<file path="src/rtl/sdram_arb_pkg.sv">
// Shared types and default widths for the two-requester SDRAM port arbiter.
package sdram_arb_pkg;

  localparam int unsigned ADDR_W_DEF   = 32;
  localparam int unsigned DATA_W_DEF   = 16;
  localparam int unsigned MAX_PEND_DEF = 8;
  localparam int unsigned NUM_RQ       = 2;

  typedef enum logic {
    ARB   = 1'b0,
    ISSUE = 1'b1
  } arb_state_t;

  typedef logic rq_id_t;

endpackage

</file>
<file path="src/rtl/sdram_arb_tag_fifo.sv">
// In-order FIFO of requester ids for outstanding reads; DEPTH must be a power of 2.
module sdram_arb_tag_fifo
  import sdram_arb_pkg::*;
#(
  parameter int unsigned DEPTH = MAX_PEND_DEF
) (
  input  logic                     clk,
  input  logic                     reset_n,
  input  logic                     push_i,
  input  rq_id_t                   push_id_i,
  input  logic                     pop_i,
  output rq_id_t                   pop_id_o,
  output logic [$clog2(DEPTH):0]   count_o,
  output logic                     empty_o,
  output logic                     full_o
);

  localparam int unsigned PTR_W = $clog2(DEPTH);
  localparam int unsigned CNT_W = PTR_W + 1;

  logic [DEPTH-1:0] mem_q;
  logic [PTR_W-1:0] wr_ptr_q, rd_ptr_q;
  logic [CNT_W-1:0] count_q;
  logic             wr_en, rd_en;

  assign empty_o  = (count_q == '0);
  assign full_o   = (count_q == CNT_W'(DEPTH));
  assign wr_en    = push_i && !full_o;
  assign rd_en    = pop_i && !empty_o;
  assign pop_id_o = mem_q[rd_ptr_q];
  assign count_o  = count_q;

  // Pointers wrap naturally because DEPTH is a power of 2.
  always_ff @(posedge clk) begin
    if (!reset_n) begin
      mem_q    <= '0;
      wr_ptr_q <= '0;
      rd_ptr_q <= '0;
      count_q  <= '0;
    end else begin
      if (wr_en) begin
        mem_q[wr_ptr_q] <= push_id_i;
        wr_ptr_q        <= wr_ptr_q + PTR_W'(1);
      end
      if (rd_en) rd_ptr_q <= rd_ptr_q + PTR_W'(1);
      if (wr_en && !rd_en)      count_q <= count_q + CNT_W'(1);
      else if (rd_en && !wr_en) count_q <= count_q - CNT_W'(1);
    end
  end

endmodule

</file>
<file path="src/rtl/sdram_port_arbiter.sv">
// Shares one Avalon-MM SDRAM master between two requesters and routes read beats back in order.
// Define SDRAM_ARB_FIXED_PRIO_EN for fixed priority (requester 0 wins); default is round-robin.
module sdram_port_arbiter
  import sdram_arb_pkg::*;
#(
  parameter int unsigned ADDR_W   = ADDR_W_DEF,
  parameter int unsigned DATA_W   = DATA_W_DEF,
  parameter int unsigned MAX_PEND = MAX_PEND_DEF
) (
  input  logic                        clk,
  input  logic                        reset_n,
  input  logic [1:0]                  rq_read,
  input  logic [1:0]                  rq_write,
  input  logic [2*ADDR_W-1:0]         rq_address,
  input  logic [2*DATA_W-1:0]         rq_writedata,
  input  logic [2*(DATA_W/8)-1:0]     rq_byteenable,
  output logic [1:0]                  rq_waitrequest,
  output logic [1:0]                  rq_readdatavalid,
  output logic [DATA_W-1:0]           rq_readdata,
  output logic                        read_n,
  output logic                        write_n,
  output logic                        chipselect,
  output logic [ADDR_W-1:0]           address,
  output logic [DATA_W/8-1:0]         byteenable,
  output logic [DATA_W-1:0]           writedata,
  input  logic                        waitrequest,
  input  logic                        readdatavalid,
  input  logic [DATA_W-1:0]           readdata,
  output logic [$clog2(MAX_PEND):0]   pend_count,
  output logic                        err_underflow
);

  localparam int unsigned BE_W = DATA_W / 8;

  arb_state_t          state_q, state_d;
  rq_id_t              grant_q, grant_d, last_grant_q, last_grant_d, winner, pop_id;
  logic                read_n_q, read_n_d, write_n_q, write_n_d;
  logic [ADDR_W-1:0]   address_q, address_d;
  logic [BE_W-1:0]     be_q, be_d;
  logic [DATA_W-1:0]   wdata_q, wdata_d, rdata_q, rdata_d;
  logic [1:0]          rvalid_q, rvalid_d;
  logic                err_q, err_d;
  logic [NUM_RQ-1:0]   elig;
  logic                accept, fifo_full, fifo_empty;

  assign elig = rq_write | (rq_read & {NUM_RQ{!fifo_full}});

`ifdef SDRAM_ARB_FIXED_PRIO_EN
  assign winner = elig[0] ? 1'b0 : 1'b1;
`else
  // Tie goes to whoever was not served last; otherwise the single eligible one.
  assign winner = (&elig) ? ~last_grant_q : elig[1];
`endif

  // Command FSM: latch the winner in ARB, hold it on the bus until the slave accepts.
  always_comb begin
    state_d      = state_q;
    grant_d      = grant_q;
    last_grant_d = last_grant_q;
    read_n_d     = read_n_q;
    write_n_d    = write_n_q;
    address_d    = address_q;
    be_d         = be_q;
    wdata_d      = wdata_q;
    accept       = 1'b0;
    case (state_q)
      ARB: begin
        if (|elig) begin
          grant_d   = winner;
          state_d   = ISSUE;
          address_d = winner ? rq_address[2*ADDR_W-1:ADDR_W] : rq_address[ADDR_W-1:0];
          wdata_d   = winner ? rq_writedata[2*DATA_W-1:DATA_W] : rq_writedata[DATA_W-1:0];
          be_d      = winner ? rq_byteenable[2*BE_W-1:BE_W] : rq_byteenable[BE_W-1:0];
          if (rq_write[winner]) write_n_d = 1'b0;
          else                  read_n_d  = 1'b0;
        end
      end
      ISSUE: begin
        if (!waitrequest) begin
          accept       = 1'b1;
          read_n_d     = 1'b1;
          write_n_d    = 1'b1;
          last_grant_d = grant_q;
          state_d      = ARB;
        end
      end
      default: state_d = ARB;
    endcase
  end

  always_comb begin
    rq_waitrequest = 2'b11;
    if (accept && reset_n) rq_waitrequest[grant_q] = 1'b0;
  end

  // Read return path: each beat consumes the oldest tag.
  always_comb begin
    rvalid_d = '0;
    rdata_d  = rdata_q;
    err_d    = err_q;
    if (readdatavalid) begin
      if (fifo_empty) begin
        err_d = 1'b1;
      end else begin
        rvalid_d[pop_id] = 1'b1;
        rdata_d          = readdata;
      end
    end
  end

  always_ff @(posedge clk) begin
    if (!reset_n) begin
      state_q      <= ARB;
      grant_q      <= 1'b0;
      last_grant_q <= 1'b1;
      read_n_q     <= 1'b1;
      write_n_q    <= 1'b1;
      address_q    <= '0;
      be_q         <= '1;
      wdata_q      <= '0;
      rdata_q      <= '0;
      rvalid_q     <= '0;
      err_q        <= 1'b0;
    end else begin
      state_q      <= state_d;
      grant_q      <= grant_d;
      last_grant_q <= last_grant_d;
      read_n_q     <= read_n_d;
      write_n_q    <= write_n_d;
      address_q    <= address_d;
      be_q         <= be_d;
      wdata_q      <= wdata_d;
      rdata_q      <= rdata_d;
      rvalid_q     <= rvalid_d;
      err_q        <= err_d;
    end
  end

  sdram_arb_tag_fifo #(.DEPTH(MAX_PEND)) u_tag_fifo (
    .clk       (clk),
    .reset_n   (reset_n),
    .push_i    (accept && !read_n_q),
    .push_id_i (grant_q),
    .pop_i     (readdatavalid),
    .pop_id_o  (pop_id),
    .count_o   (pend_count),
    .empty_o   (fifo_empty),
    .full_o    (fifo_full)
  );

  assign read_n           = read_n_q;
  assign write_n          = write_n_q;
  assign chipselect       = 1'b1;
  assign address          = address_q;
  assign byteenable       = be_q;
  assign writedata        = wdata_q;
  assign rq_readdata      = rdata_q;
  assign rq_readdatavalid = rvalid_q;
  assign err_underflow    = err_q;

endmodule

</file>
<file path="config.mk">
export PLATFORM = sky130hd
export DESIGN_NAME = sdram_port_arbiter
export DESIGN_NICKNAME = d
export VERILOG_FILES = /design/src/rtl/sdram_arb_pkg.sv /design/src/rtl/sdram_arb_tag_fifo.sv /design/src/rtl/sdram_port_arbiter.sv
export SDC_FILE = /design/constraint.sdc
export NUM_CORES = 1
export LEC_CHECK = 0
export ABC_AREA = 1
export CORE_MARGIN = 5
export CORE_UTILIZATION = 42
export DETAILED_ROUTE_END_ITERATION = 7
export GPL_ROUTABILITY_DRIVEN = 0
export GPL_TIMING_DRIVEN = 0
export MAX_ROUTING_LAYER = met4
export PLACE_DENSITY = 0.81
export SETUP_SLACK_MARGIN = 0.2
export SLEW_MARGIN = 15
export SYNTH_ARGS = -nofsm -noshare
export SYNTH_HDL_FRONTEND = slang
export SYNTH_SLANG_ARGS = --single-unit
</file>
<file path="constraint.sdc">
create_clock -name clk -period 2.61 [get_ports clk]
set_clock_uncertainty 0.05 [all_clocks]
set_input_delay 0.261 -clock clk [delete_from_list [all_inputs] [get_ports clk]]
set_output_delay 0.261 -clock clk [all_outputs]
set_load 0.1 [all_outputs]
</file>
==> results.md <==
* Min setup slack post-route at 339 ps
* Synth-to-layout area growth at 54.2%
* Hold_sp: u_tag_fifo.mem_q[1]
* P_int at 3.03 mW
* Worst rel slew slack at 30.3%
* Most frequent cells in the layout: clkdlybuf4s50_1 (198), nor2_1 (170), nand2_1 (123)
* Commonest non-fill, non-tap cell in the layout: clkdlybuf4s50_1
* Number of remaining DRC errors at 0
* Worst Max-Slew Pin Slew at 1040 ps
* Syn Nets at 802
* Switching portion of total power at 52.8%
* WL/cell at 13.2 um
* Antenna Nets Post-Route at 0
* First-pass GRT wire length at 20900 um
* Grt ovf at 0
* Setup Viol. Count Final at 0
* Vias after detailed routing at 4634
* RSZ-0062 raised after global routing: no
* Reg-to-Reg End: u_tag_fifo.count_o[3]
* Largest net degree at the start of global routing at 17
* IO Pins at 202
* Hold Violations, Final at 0
* Clock share of power at 13.9%
* Sequential share of the synthesized area at 41.2%
* Design Power at 6.42 mW
* Final design area excluding fillers at 0.00690 mm2
* FF-to-FF setup slack at 460 ps
* Final cell count without fillers at 1027
* TritonCTS Buffers at 9
* Cell row count at 37
* Post-Route Utilization at 66.5%
* Hold EP: u_tag_fifo.mem_q[1]
* Clock root buffer: clkbuf_8
* Pleak at 3.13 nW
* Min cycle time layout at 2270 ps
* DR pass1 iterations at 4
* Pwr Density at 931 mW/mm2
* CP arrival at 1960 ps
* Gate count after technology mapping at 672
* Number of nets in the layout at 1016
* Comb pwr share at 57.0%
* # diodes at 0
* Layout cells sized above 1 at 10.2%
* Initial drt markers at 194
* Hold Crit Depth at 2
* H-Tree Depth at 3
* Clock buffer depth at 2
* Synth cell types at 29
* Worst Path Required at 2300 ps
* # Max-Cap Violations at 0
* Starting Density at 43.1%
* Hold buffers post-CTS at 0
* Worst r2r src: u_tag_fifo.count_o[3]
* Synth Area per Inst at 6.65 um2
* #FFs+latches synth at 92
* Die extent in x at 113 um
* Final critical-path share of the clock period at 87.0%
* Synthesized cell area at 0.00447 mm2
* Via density at 4.51
* Fin Setup TNS at 0 ps
* Initial antenna violation count at 0
* Final Max Tran Viols at 0
* IO Port Bufs at 200
* Syn. warnings at 0
* Routed wire length at 13500 um
* Clock transition at path regs at 80 ps
* Sequential power share at 29.1%
* Worst hold path type: reg -> reg
* Placed Area at 0.00666 mm2
* Placed Cells at 1008
* Core region area at 0.0104 mm2
* Vias in the first global route at 4390
* Reg2reg path depth at 15
* Dpl ws at -181 ps
* CP endpoint kind: output pin
* Worst setup path class: in -> out
* VDD IR max at 792 uV
* Status: complete, no violations
* Crit path max fanout at 7
* Die H at 113 um
* CTS tree: built
* Total track usage at 21.0%
* Clock sink count at 92
* Clock Latency Late Sink at 360 ps
* Crit path launch type: primary input
* Fmax at 0.440 GHz
* Switching power at 3.39 mW
* WHS at 407 ps
* Total die area at 0.0128 mm2
* HPWL after DPL at 10400 um
## cell type report
| cell class | count | area [um2] |
|---|---|---|
| Tap cell | 136 | 170 |
| Multi-Input combinational cell | 473 | 2190 |
| Fill cell | 968 | 3470 |
| Inverter | 73 | 274 |
| Clock inverter | 6 | 46.3 |
| Sequential cell | 92 | 1860 |
| Buffer | 34 | 195 |
| Timing Repair Buffer | 203 | 2030 |
| Clock buffer | 10 | 128 |
## flip-flops by register name, indices dropped and copies added (netlist names)
register	count
read_n	1
state_q	1
u_tag_fifo.mem_q	8
err_underflow	1
u_tag_fifo.wr_ptr_q	3
grant_q	1
write_n	1
rq_readdata	16
u_tag_fifo.rd_ptr_q	3
rq_readdatavalid	2
byteenable	2
address	32
last_grant_q	1
writedata	16
u_tag_fifo.count_o	4
## per-layer routing
metal	GRT usage [%]	vias up	wire, um
li1	-	2489	-
met1	24.8	1974	5870
met2	34.6	158	6300
met3	6.74	13	1210
met4	5.45	0	154
met5	-	-	0
## logic make-up after synthesis
family / after synthesis / share of synthesized area, %
simple gates: 352 / 33.5
compound gates: 113 / 12.8
buf+inv: 107 / 10.3
flops: 92 / 41.2
fa+ha+maj: 6 / 1.85
xor+xnor: 1 / 0.196
other cells: 1 / 0.0839
## critical path: stages
cell and delay [ps]:
clkdlybuf4s50_1 740, inv_1 170, nor2_1 220, nand2_1 90, clkdlybuf4s15_2 470
## cells in the mapped netlist
cell      count  area share [%]
buf_4         1            0.17
inv_1        72             6.0
nor2_8        2            0.90
buf_2        15             1.7
dfxtp_1      92              41
a21boi_0      1            0.17
buf_6         5             1.3
clkinv_1      1           0.084
nand4_1       1            0.14
nor3_1        3            0.34
and2_1        1            0.14
a21oi_1      27             3.0
xor2_1        1            0.20
o21a_1        1            0.17
nor2_4        1            0.25
o21ai_0      71             7.9
nor2_1      171              14
nand2_4       5             1.3
fa_1          1            0.45
nand2_2      11             1.5
buf_1         2            0.17
conb_1        1           0.084
o21bai_1      1            0.17
clkbuf_1     11            0.92
o21ai_1      12             1.3
nor2_2       20             2.8
ha_1          5             1.4
nand2_1     125              10
nand3_1      12             1.3
## worst max path at each step
stage	from	to	slack (ps)	cells after the start
2_1_floorplan	u_tag_fifo.count_o[3]	u_tag_fifo.count_o[3]	230	14
3_3_place_gp	reset_n	rq_waitrequest[1]	-190	5
3_5_place_dp	reset_n	rq_waitrequest[1]	-180	5
4_1_cts	u_tag_fifo.count_o[0]	u_tag_fifo.count_o[3]	200	14
5_1_grt	reset_n	rq_waitrequest[1]	200	5
6_report	reset_n	rq_waitrequest[1]	340	5
## power by group through the flow
| stage | logic [mW] | registers (mW) | clock network [mW] |
|---|---|---|---|
| after floorplan | 0.884 | 3.69 | 0 |
| after global placement | 3.59 | 1.89 | 0 |
| after detailed placement | 3.61 | 1.90 | 0 |
| after CTS | 3.62 | 1.87 | 0.911 |
| after global routing | 3.86 | 1.91 | 0.966 |
| final | 3.66 | 1.87 | 0.893 |
## what timing repair did
item,CTS,global route
resized for setup,8,10
endpoints found under the setup margin,3,1
buffers inserted,0,3
pin swaps,0,2
Note: power is estimated with default switching activity, not from simulation.
